### src/rtl/pc_pkg.sv
// Shared encodings and types for the program-counter unit.
// pc_sel codes 5..7 are reserved and fall back to increment.
package pc_pkg;

    localparam int PC_SEL_W = 3;

    typedef enum logic [PC_SEL_W-1:0] {
        PC_SEL_INC   = 3'd0,
        PC_SEL_BUS   = 3'd1,
        PC_SEL_ADDER = 3'd2,
        PC_SEL_RAS   = 3'd3,
        PC_SEL_VEC   = 3'd4
    } pc_sel_e;

    typedef struct packed {
        logic ovf;
        logic udf;
        logic align;
        logic sel;
    } err_flags_t;

endpackage

### src/rtl/pc_unit_if.sv
// Control/datapath-facing signal bundle of the program-counter unit.
// master = control FSM + datapath side, slave = pc_unit.
interface pc_unit_if
    import pc_pkg::*;
#(
    parameter int WIDTH     = 16,
    parameter int RAS_DEPTH = 4
);
    localparam int CW = $clog2(RAS_DEPTH + 1);

    logic                ld_pc;
    logic [PC_SEL_W-1:0] pc_sel;
    logic [WIDTH-1:0]    bus;
    logic [WIDTH-1:0]    adder;
    logic                push;
    logic                clr_err;
    logic [WIDTH-1:0]    pc;
    logic [WIDTH-1:0]    pc_inc;
    logic [CW-1:0]       ras_count;
    logic                ras_empty;
    logic                ras_full;
    logic                ovf_err;
    logic                udf_err;
    logic                align_err;
    logic                sel_err;

    modport master (
        output ld_pc, pc_sel, bus, adder, push, clr_err,
        input  pc, pc_inc, ras_count, ras_empty, ras_full,
               ovf_err, udf_err, align_err, sel_err
    );

    modport slave (
        input  ld_pc, pc_sel, bus, adder, push, clr_err,
        output pc, pc_inc, ras_count, ras_empty, ras_full,
               ovf_err, udf_err, align_err, sel_err
    );

endinterface

### src/rtl/ras_stack.sv
// Circular return-address stack: push, pop, swap (push+pop), overwrite-oldest
// when full, with single-cycle overflow/underflow strobes.
module ras_stack #(
    parameter int WIDTH     = 16,
    parameter int RAS_DEPTH = 4,
    localparam int CW = $clog2(RAS_DEPTH + 1),
    localparam int PW = $clog2(RAS_DEPTH)
) (
    input  logic             clk,
    input  logic             rst,
    input  logic             push,
    input  logic             pop,
    input  logic [WIDTH-1:0] push_data,
    output logic [WIDTH-1:0] top_data,
    output logic [CW-1:0]    count,
    output logic             full,
    output logic             empty,
    output logic             ovf,
    output logic             udf
);

    logic [PW-1:0]    ptr_reg, ptr_next;
    logic [CW-1:0]    count_reg, count_next;
    logic             wr_en;
    logic [PW-1:0]    wr_idx;
    logic [WIDTH-1:0] entries [RAS_DEPTH];

    assign empty    = (count_reg == '0);
    assign full     = (count_reg == CW'(RAS_DEPTH));
    assign count    = count_reg;
    assign top_data = entries[ptr_reg - PW'(1)];

    // ptr_reg is the next free slot; when full it also addresses the oldest
    // entry, so a plain push naturally overwrites it.
    always_comb begin
        ptr_next   = ptr_reg;
        count_next = count_reg;
        wr_en      = 1'b0;
        wr_idx     = ptr_reg;
        ovf        = 1'b0;
        udf        = 1'b0;
        if (push && pop && !empty) begin
            wr_en  = 1'b1;
            wr_idx = ptr_reg - PW'(1);
        end else if (push) begin
            wr_en      = 1'b1;
            ptr_next   = ptr_reg + PW'(1);
            udf        = pop;
            ovf        = !pop && full;
            count_next = full ? count_reg : count_reg + CW'(1);
        end else if (pop) begin
            if (empty) begin
                udf = 1'b1;
            end else begin
                ptr_next   = ptr_reg - PW'(1);
                count_next = count_reg - CW'(1);
            end
        end
    end

    always_ff @(posedge clk or posedge rst) begin
        if (rst) begin
            ptr_reg   <= '0;
            count_reg <= '0;
        end else begin
            ptr_reg   <= ptr_next;
            count_reg <= count_next;
        end
    end

    for (genvar gi = 0; gi < RAS_DEPTH; gi++) begin : g_entry
        logic [WIDTH-1:0] entry_reg;
        always_ff @(posedge clk) begin
            if (wr_en && wr_idx == PW'(gi)) begin
                entry_reg <= push_data;
            end
        end
        assign entries[gi] = entry_reg;
    end

endmodule

### src/rtl/pc_unit.sv
// Program-counter unit: source mux, alignment enforcement, PC register,
// return-address stack and sticky error flags.
module pc_unit
    import pc_pkg::*;
#(
    parameter int               WIDTH     = 16,
    parameter int               INC_STEP  = 2,
    parameter logic [WIDTH-1:0] RESET_PC  = '0,
    parameter logic [WIDTH-1:0] VEC_ADDR  = WIDTH'(16'h0200),
    parameter int               RAS_DEPTH = 4,
    parameter int               ALIGN     = 1
) (
    input logic        clk,
    input logic        rst,
    pc_unit_if.slave   pif
);

    localparam int CW = $clog2(RAS_DEPTH + 1);

    logic [WIDTH-1:0] pc_reg, pc_next, pc_inc, target, ras_top;
    logic [CW-1:0]    ras_count;
    logic             ras_empty, ras_full, ras_ovf, ras_udf;
    logic             ras_push, ras_pop, sel_ev, align_ev;
    err_flags_t       err_reg, err_next, err_ev;

    assign pc_inc   = pc_reg + WIDTH'(INC_STEP);
    assign ras_push = pif.ld_pc && pif.push;
    assign ras_pop  = pif.ld_pc && (pif.pc_sel == PC_SEL_RAS);

    ras_stack #(
        .WIDTH     (WIDTH),
        .RAS_DEPTH (RAS_DEPTH)
    ) u_ras (
        .clk       (clk),
        .rst       (rst),
        .push      (ras_push),
        .pop       (ras_pop),
        .push_data (pc_inc),
        .top_data  (ras_top),
        .count     (ras_count),
        .full      (ras_full),
        .empty     (ras_empty),
        .ovf       (ras_ovf),
        .udf       (ras_udf)
    );

    always_comb begin
        target = pc_inc;
        sel_ev = 1'b0;
        case (pif.pc_sel)
            PC_SEL_INC:   target = pc_inc;
            PC_SEL_BUS:   target = pif.bus;
            PC_SEL_ADDER: target = pif.adder;
            PC_SEL_RAS:   target = ras_empty ? VEC_ADDR : ras_top;
            PC_SEL_VEC:   target = VEC_ADDR;
            default: begin
                target = pc_inc;
                sel_ev = 1'b1;
            end
        endcase

        // Every source goes through the alignment check, RAS and vector included.
        pc_next  = target;
        align_ev = 1'b0;
        if (ALIGN != 0 && target[0]) begin
            pc_next[0] = 1'b0;
            align_ev   = 1'b1;
        end

        err_ev.ovf   = ras_ovf;
        err_ev.udf   = ras_udf;
        err_ev.align = pif.ld_pc && align_ev;
        err_ev.sel   = pif.ld_pc && sel_ev;
        // A fresh error in the clearing cycle survives the clear.
        err_next = err_flags_t'((pif.clr_err ? '0 : err_reg) | err_ev);
    end

    always_ff @(posedge clk or posedge rst) begin
        if (rst) begin
            pc_reg  <= RESET_PC;
            err_reg <= '0;
        end else begin
            if (pif.ld_pc) begin
                pc_reg <= pc_next;
            end
            err_reg <= err_next;
        end
    end

    assign pif.pc        = pc_reg;
    assign pif.pc_inc    = pc_inc;
    assign pif.ras_count = ras_count;
    assign pif.ras_empty = ras_empty;
    assign pif.ras_full  = ras_full;
    assign pif.ovf_err   = err_reg.ovf;
    assign pif.udf_err   = err_reg.udf;
    assign pif.align_err = err_reg.align;
    assign pif.sel_err   = err_reg.sel;

endmodule

### src/flat_wrapper.sv
// flat-port wrapper written by rule: the top's interface ports become plain ports
module pc_unit_flat import pc_pkg::*;
#(
    parameter int               WIDTH     = 16,
    parameter int               INC_STEP  = 2,
    parameter logic [WIDTH-1:0] RESET_PC  = '0,
    parameter logic [WIDTH-1:0] VEC_ADDR  = WIDTH'(16'h0200),
    parameter int               RAS_DEPTH = 4,
    parameter int               ALIGN     = 1
)
  (clk, rst, pif_ld_pc, pif_pc_sel, pif_bus, pif_adder, pif_push, pif_clr_err, pif_pc, pif_pc_inc, pif_ras_count, pif_ras_empty, pif_ras_full, pif_ovf_err, pif_udf_err, pif_align_err, pif_sel_err);
  pc_unit_if #(.WIDTH(WIDTH), .RAS_DEPTH(RAS_DEPTH)) pif_i ();
  input logic clk;
  input logic rst;
  input wire logic [$bits(pif_i.ld_pc)-1:0] pif_ld_pc;
  input wire logic [$bits(pif_i.pc_sel)-1:0] pif_pc_sel;
  input wire logic [$bits(pif_i.bus)-1:0] pif_bus;
  input wire logic [$bits(pif_i.adder)-1:0] pif_adder;
  input wire logic [$bits(pif_i.push)-1:0] pif_push;
  input wire logic [$bits(pif_i.clr_err)-1:0] pif_clr_err;
  output wire logic [$bits(pif_i.pc)-1:0] pif_pc;
  output wire logic [$bits(pif_i.pc_inc)-1:0] pif_pc_inc;
  output wire logic [$bits(pif_i.ras_count)-1:0] pif_ras_count;
  output wire logic [$bits(pif_i.ras_empty)-1:0] pif_ras_empty;
  output wire logic [$bits(pif_i.ras_full)-1:0] pif_ras_full;
  output wire logic [$bits(pif_i.ovf_err)-1:0] pif_ovf_err;
  output wire logic [$bits(pif_i.udf_err)-1:0] pif_udf_err;
  output wire logic [$bits(pif_i.align_err)-1:0] pif_align_err;
  output wire logic [$bits(pif_i.sel_err)-1:0] pif_sel_err;
  assign pif_i.ld_pc = pif_ld_pc;
  assign pif_i.pc_sel = pif_pc_sel;
  assign pif_i.bus = pif_bus;
  assign pif_i.adder = pif_adder;
  assign pif_i.push = pif_push;
  assign pif_i.clr_err = pif_clr_err;
  assign pif_pc = pif_i.pc;
  assign pif_pc_inc = pif_i.pc_inc;
  assign pif_ras_count = pif_i.ras_count;
  assign pif_ras_empty = pif_i.ras_empty;
  assign pif_ras_full = pif_i.ras_full;
  assign pif_ovf_err = pif_i.ovf_err;
  assign pif_udf_err = pif_i.udf_err;
  assign pif_align_err = pif_i.align_err;
  assign pif_sel_err = pif_i.sel_err;
  pc_unit #(.WIDTH(WIDTH), .INC_STEP(INC_STEP), .RESET_PC(RESET_PC), .VEC_ADDR(VEC_ADDR), .RAS_DEPTH(RAS_DEPTH), .ALIGN(ALIGN)) u_core (.clk(clk), .rst(rst), .pif(pif_i));
endmodule
### config.mk
export PLATFORM = sky130hd
export DESIGN_NAME = pc_unit_flat
export DESIGN_NICKNAME = d
export VERILOG_FILES = /design/src/rtl/pc_pkg.sv /design/src/rtl/pc_unit_if.sv /design/src/rtl/ras_stack.sv /design/src/rtl/pc_unit.sv /design/src/flat_wrapper.sv
export SDC_FILE = /design/constraint.sdc
export NUM_CORES = 1
export LEC_CHECK = 0
export CAP_MARGIN = 20
export CELL_PAD_IN_SITES_DETAIL_PLACEMENT = 1
export CELL_PAD_IN_SITES_GLOBAL_PLACEMENT = 2
export CORE_UTILIZATION = 32
export DETAILED_ROUTE_END_ITERATION = 16
export PLACE_DENSITY_LB_ADDON = 0.1
export SYNTH_ARGS = -nofsm -noshare
export SYNTH_HDL_FRONTEND = slang
export SYNTH_SLANG_ARGS = --single-unit
export TNS_END_PERCENT = 1
### constraint.sdc
create_clock -name clk -period 2.3 [get_ports clk]
set_input_delay 0.345 -clock clk [delete_from_list [all_inputs] [get_ports clk]]
set_output_delay 0.345 -clock clk [all_outputs]
set_load 0.02 [all_outputs]
After elaboration in Yosys (flattened, before gate mapping)

Index checks and enable logic that the tools add are counted.

$add $sub $neg: 5
$lt $le $gt $ge: 1
Equality and inequality tests: 10
Multiplexer cells: 24
Bitwise logic cells: 3
Reductions and logical operators: 20

Operators by type and width:

| operator                                                 | count |
|---|---|
| case mux 16 bit (4 select lines)                         | 1 |
| 2-to-1 mux 16 bit                                        | 3 |
| binary-select mux 16 bit (select 2 bit)                  | 1 |
| adder 16 x 2 -> 16 bit, second input constant            | 1 |
| 2-to-1 mux 3 bit                                         | 4 |
| logical AND 1 bit                                        | 11 |
| 2-to-1 mux 1 bit                                         | 10 |
| 2-to-1 mux 2 bit                                         | 4 |
| == test 3 x 2 -> 1 bit, second input constant            | 2 |
| == test 3 bit, second input constant                     | 2 |
| logical NOT 3 bit                                        | 2 |
| OR reduction 5 bit                                       | 1 |
| == test 2 bit, second input constant                     | 2 |
| 2-to-1 mux 4 bit                                         | 1 |
| != test 2 bit, second input constant                     | 2 |
| OR 4 bit                                                 | 1 |
| AND reduction 4 bit                                      | 1 |
| adder 3 x 1 -> 3 bit, second input constant              | 1 |
| == test 3 x 1 -> 1 bit, second input constant            | 1 |
| greater-or-equal comparator 3 bit, second input constant | 1 |
| inverter 2 -> 3 bit                                      | 1 |
| AND reduction 3 bit                                      | 1 |
| subtractor 3 x 1 -> 3 bit, second input constant         | 1 |
| adder 2 x 1 -> 2 bit, second input constant              | 1 |
| 6 further kinds                                          | 7 |

Register bits after elaboration: 88
Input bits: 40
Output and inout port bits: 41
Word-level logic and storage cells: 74

Logic depth before layout (Yosys ltp)

Gate-level depths: netlist of the first run.

Depth in word-level cells: 10
Depth in mapped cells: 7
Mapped depth without buffers: 6

Cells and area by module

A second synthesis of the first run with hierarchy kept.

Cell total of the unflattened synthesis: 346
Area total of the unflattened synthesis: 4,498.1 µm²

By module, submodules not included:

| module    | instances | cells each | area each (µm²) | sequential area each (µm²) |
|---|---|---|---|---|
| ras_stack | 1         | 138        | 2,821.5         | 2,047.0 |
| pc_unit   | 1         | 208        | 1,676.6         | 475.5 |

Least setup slack after synthesis of the first run

OpenSTA, ideal clock, no wires.

Path type: register -> register
From: reg u_core.u_ras.count_reg[1], in the netlist u_core.u_ras.count[1]
To: reg u_core.u_ras.g_entry[2].entry_reg[10], enable pin
Setup time: 0.409 ns
Data arrival time: 2.535 ns
Required time: 1.891 ns
Path slack: -0.644 ns
Cell stages (with the launch flop): 6
Path buffers: 1
Clock period less this slack: 2.944 ns
Cells stage by stage: dfrtp_1 > nor3_2 > or2_1 > buf_6 > xnor2_1 > nor3b_1

Cells in the longest elaborated chain, start to end: 6
Elaborated cells on any way between the ends: 7
Those cells by class: eq/ne (1); mux (2); reduce/logical (4)

RTL lines:

| element                  | line               | source |
|---|---|---|
| start: declaration       | ras_stack.sv:23    | `logic [CW-1:0] count_reg, count_next;` |
| start signal: assignment | ras_stack.sv:67    | `count_reg <= count_next;` |
| logical NOT 3 bit *      | ras_stack.sv:28    | `assign empty = (count_reg == '0);` |
| via pif_ras_empty        | flat_wrapper.sv:24 | `output wire logic [$bits(pif_i.ras_empty)-1:0] pif_ras_empty;` |
| logical NOT 1 bit *      | ras_stack.sv:42    | `if (push && pop && !empty) begin` |
| logical AND 1 bit *      | ras_stack.sv:42    |  |
| 2-to-1 mux 2 bit         | ras_stack.sv:42    |  |
| == test 2 bit            | ras_stack.sv:74    | `if (wr_en && wr_idx == PW'(gi)) begin` |
| logical AND 1 bit *      | ras_stack.sv:74    |  |
| end signal: assignment   | ras_stack.sv:75    | `entry_reg <= push_data;` |
| end: declaration         | ras_stack.sv:72    | `logic [WIDTH-1:0] entry_reg;` |

The timed path passes the listed nets; every way through them passes the cells marked *.
A chain may end at the register's enable or synchronous reset.

Worst setup path in the final report of the first run

From: reg u_core.pc_reg[2], in the netlist u_core.pif.pc[2]
To: out pif_pc_inc[15]

Cells in the longest elaborated chain, start to end: 1

RTL lines:

| element                  | line               | source |
|---|---|---|
| start: declaration       | pc_unit.sv:20      | `logic [WIDTH-1:0] pc_reg, pc_next, pc_inc, target, ras_top;` |
| start signal: assignment | pc_unit.sv:84      | `pc_reg <= pc_next;` |
| adder 16 x 2 -> 16 bit   | pc_unit.sv:26      | `assign pc_inc = pc_reg + WIDTH'(INC_STEP);` |
| end: declaration         | flat_wrapper.sv:22 | `output wire logic [$bits(pif_i.pc_inc)-1:0] pif_pc_inc;` |

No other way between the ends.

==> impl_metrics.json, run 1 <==
{
  "fin_total_pwr_mw": 5.65,
  "grt_first_pass_wirelength_mm": 18.8,
  "critPathMaxStageDelay_ps": 360,
  "min_period_over_period_pct": 98.9,
  "clk_latency_ps": 340,
  "synthMuxAreaShare_pct": 9.43,
  "place_congestion": 0.747,
  "crit_arrival_ps": 1930,
  "tightest_slew_ps": 674,
  "via_count": 3152,
  "drtAntennaViolNets": 0,
  "status": "completed",
  "antenna_found_initial": 0,
  "synthArstFlopShare_pct": 28.6,
  "largest_reg_flops": 60,
  "power.share.combinational_pct": 36.8,
  "insertedDiodeCount": 0,
  "fin_skew_ps": 6.76,
  "p_sw_mw": 1.81,
  "fp.dieW_um": 116,
  "grt-ovfl-total": 0,
  "synth_compound_area_share_pct": 13.0,
  "dpl.hpwl_mm": 8.62,
  "cp.depth": 6,
  "intPower_mw": 3.85,
  "cts-buffers-inserted": 9,
  "end_kind": "output pin",
  "fill_cells": 1362,
  "crit_fanout": 5,
  "avgViaCountPerCell": 5.06,
  "drt-initial-drc-count": 108,
  "h-tree-depth": 3,
  "holdBufCountCts": 0,
  "synth_flop_cell": "edfxtp_1",
  "hold_ws_ps": 364,
  "clockBufferDepth": 2,
  "first_global_vias": 3251,
  "p_sw_share_pct": 32.0,
  "synth_xor_area_share_pct": 4.19,
  "worstSetupPathType": "reg -> out",
  "wirelength_mm": 12.1,
  "start_kind": "flop",
  "seq_area_frac_synth_pct": 57.5,
  "setup_viol": 0,
  "synth_cells": 319,
  "area_growth_pct": 39.9,
  "synth_top_family_by_area": "compound AO/OA/AOI/OAI gates",
  "start_util_pct": 33.0,
  "pin_count": 81,
  "core_sq_um": 12700,
  "ys_ff_latch": 84,
  "grt_usage_pct": 19.5,
  "io_buffers": 78,
  "synth_edf_count": 60,
  "wl_per_cell_um": 19.5,
  "core.rowCount": 41,
  "min_period_ps": 2270,
  "yosysUniqueCellTypes": 60,
  "synth_fa_ha_area_share_pct": 0.778,
  "seqPwrFrac_pct": 38.6,
  "reg2reg_depth": 5,
  "cp.buffers_inverters": 1,
  "timing_hold_violations_final": 0,
  "yosys.area_share.simple_pct": 10.2,
  "hold_class": "in -> async",
  "final_nets": 490,
  "cts-root-buf": "clkbuf_16",
  "crit_family": "simple AND/OR/NAND/NOR gates",
  "p_per_area_nw_per_um2": 967,
  "dr.pass1.iters": 4,
  "critPathSlowestCell": "dfrtp_1",
  "netlist_area_sq_um": 4180,
  "maxSlewHeadroom_pct": 55.0,
  "die_y_um": 116,
  "max_freq_ghz": 0.440,
  "drive_above_1_share_pct": 22.6,
  "cts_tree": "built",
  "path_clk_slew_ps": 60,
  "power.leakage_nw": 2.25,
  "p_clk_share_pct": 24.6,
  "yosysWarningCount": 0,
  "cap_violations": 0,
  "critical_path_required_ps": 1960,
  "path_cells": "ha_1 > and2_1 > and3_4 > nand4_1 > xnor2_1 > buf_4",
  "grt_max_degree": 29,
  "rsz0062_at_grt": "true",
  "cts.sinks": 84,
  "drcViolationCount": 0,
  "die-area_sq_um": 13500,
  "ir_worst_vdd_v": 0.000372,
  "drv_slew": 0,
  "syn_avg_cell_area_sq_um": 13.1
}
## cell families after synthesis
group | Yosys count
flip-flops | 84
buffers and inverters | 40
AO/OA/AOI/OAI | 79
multiplexers | 16
other | 1
adder cells (fa/ha/maj) | 2
AND/OR/NAND/NOR | 77
XOR/XNOR | 20
## area by class of cell
| cell class | count | area [sq um] | share of cell area, % |
|---|---|---|---|
| flip-flops and latches | 84 | 2400 | 41.1 |
| multi-input cells | 196 | 1640 | 28.1 |
| repair buffers | 140 | 1250 | 21.3 |
| clock buffers | 10 | 229 | 3.92 |
| well taps | 172 | 215 | 3.68 |
| inverters | 17 | 63.8 | 1.09 |
| clock inverters | 4 | 42.5 | 0.728 |
## cell usage in the layout (no fill, tap or decap), drive strengths merged, types with 3 or more instances in the layout
cell type      count
buf               63
nand2b             4
clkbuf            13
and4               3
a2bb2oi            7
a21oi             14
dfrtp             24
and2               3
o21ai             19
nor2              18
a22oi              8
clkdlybuf4s50     65
clkinv             3
xnor2             14
dlygate4sd2        7
inv               17
or2b               3
a22o               3
nand4              3
a221oi             4
o2bb2ai            6
mux4              15
nand3              8
xor2               6
edfxtp            60
a21o               3
and3               3
nor3               4
nand2             18
## stage by stage
| stage | instances | worst slack (ps) | area (sq um) | util [%] | setup TNS [ps] |
|---|---|---|---|---|---|
| 2_1_floorplan | 320 | -144 | 4200 | - | -4880 |
| 3_5_place_dp | 607 | -108 | 5540 | 43.7 | -297 |
| 5_1_grt | 623 | -103 | 5850 | 46.1 | -215 |
| 4_1_cts | 621 | -179 | 5830 | 46.0 | -378 |
| 6_report | 623 | 25.0 | 5850 | 46.1 | 0 |
| 3_3_place_gp | 607 | -85.3 | 5540 | 43.7 | -180 |
## path summary, 6_finish.rpt
path / from / to / slack (ps)
setup / recovery: u_core.pif.pc[2] / pif_pc_inc[15] / 30
hold / removal: rst / u_core.u_ras.count[0] / 360
setup reg to reg: u_core.u_ras.ptr_reg[0] / u_core.pif.pc[1] / 190
hold reg to reg: u_core.pif.ovf_err / u_core.pif.ovf_err / 540
max in group asynchronous: rst / u_core.pif.pc[10] / 1650
min in group clk: u_core.pif.ovf_err / u_core.pif.ovf_err / 540
## Yosys cell counts, types with 6 or more instances
cell type | instances | area share, %
xnor2_1 | 14 | 2.9
dfrtp_1 | 24 | 14
o21ai_0 | 17 | 2.0
inv_1 | 17 | 1.5
nor2_1 | 17 | 1.5
xor2_1 | 6 | 1.3
nand3_1 | 7 | 0.84
nand2_1 | 18 | 1.6
edfxtp_1 | 60 | 43
o2bb2ai_1 | 6 | 1.3
clkbuf_1 | 9 | 0.81
a21oi_1 | 14 | 1.7
a22oi_1 | 8 | 1.4
buf_2 | 6 | 0.72
mux4_1 | 11 | 6.9
a2bb2oi_1 | 7 | 1.5
## timing repair
item	in CTS	in global routing
pin swaps	0	3
endpoints found under the setup margin	13	8
endpoints found under the hold margin	0	0
gates cloned	0	0
buffers inserted	0	2
resized for setup	25	12
## worst min-delay path, stage by stage
cell             delay, ps
clkdlybuf4s50_1        400
inv_1                   50
buf_4                  320
## power groups by stage
stage | logic, mW | registers, mW | clock network, mW
global route | 2.25 | 2.22 | 1.48
floorplan | 1.06 | 2.25 | 0
finish | 2.08 | 2.18 | 1.39
CTS | 2.10 | 2.19 | 1.42
detailed placement | 2.12 | 2.22 | 0
global placement | 2.09 | 2.20 | 0
## metal layers
| metal | global-route usage [%] | part of all wire (%) | wire length (um) | up-vias |
|---|---|---|---|---|
| met2 | 31.6 | 48 | 5850 | 74 |
| met5 | 0 | 0 | 0 | - |
| met4 | 6.15 | 1.2 | 143 | 0 |
| met3 | 4.46 | 4.7 | 570 | 11 |
| met1 | 25.9 | 46 | 5580 | 1599 |
| li1 | - | - | - | 1468 |
No activity file was read; power rests on OpenSTA's default activity.
==> run 2: changes to the inputs <==
--- a/config.mk
+++ b/config.mk
@@ -10,6 +10,7 @@
 export CELL_PAD_IN_SITES_GLOBAL_PLACEMENT = 2
 export CORE_UTILIZATION = 32
 export DETAILED_ROUTE_END_ITERATION = 16
+export GPL_TIMING_DRIVEN = 1
 export PLACE_DENSITY_LB_ADDON = 0.1
 export SYNTH_ARGS = -nofsm -noshare
 export SYNTH_HDL_FRONTEND = slang
==> results of run 2 <==
Final layout, timing and power as in run 1 (identical DEF).
==> run 3: changes to the inputs <==
--- a/config.mk
+++ b/config.mk
@@ -10,7 +10,6 @@
 export CELL_PAD_IN_SITES_GLOBAL_PLACEMENT = 2
 export CORE_UTILIZATION = 32
 export DETAILED_ROUTE_END_ITERATION = 16
-export GPL_TIMING_DRIVEN = 1
 export PLACE_DENSITY_LB_ADDON = 0.1
 export SYNTH_ARGS = -nofsm -noshare
 export SYNTH_HDL_FRONTEND = slang
==> results of run 3 <==
Final layout, timing and power as in run 1 (identical DEF).
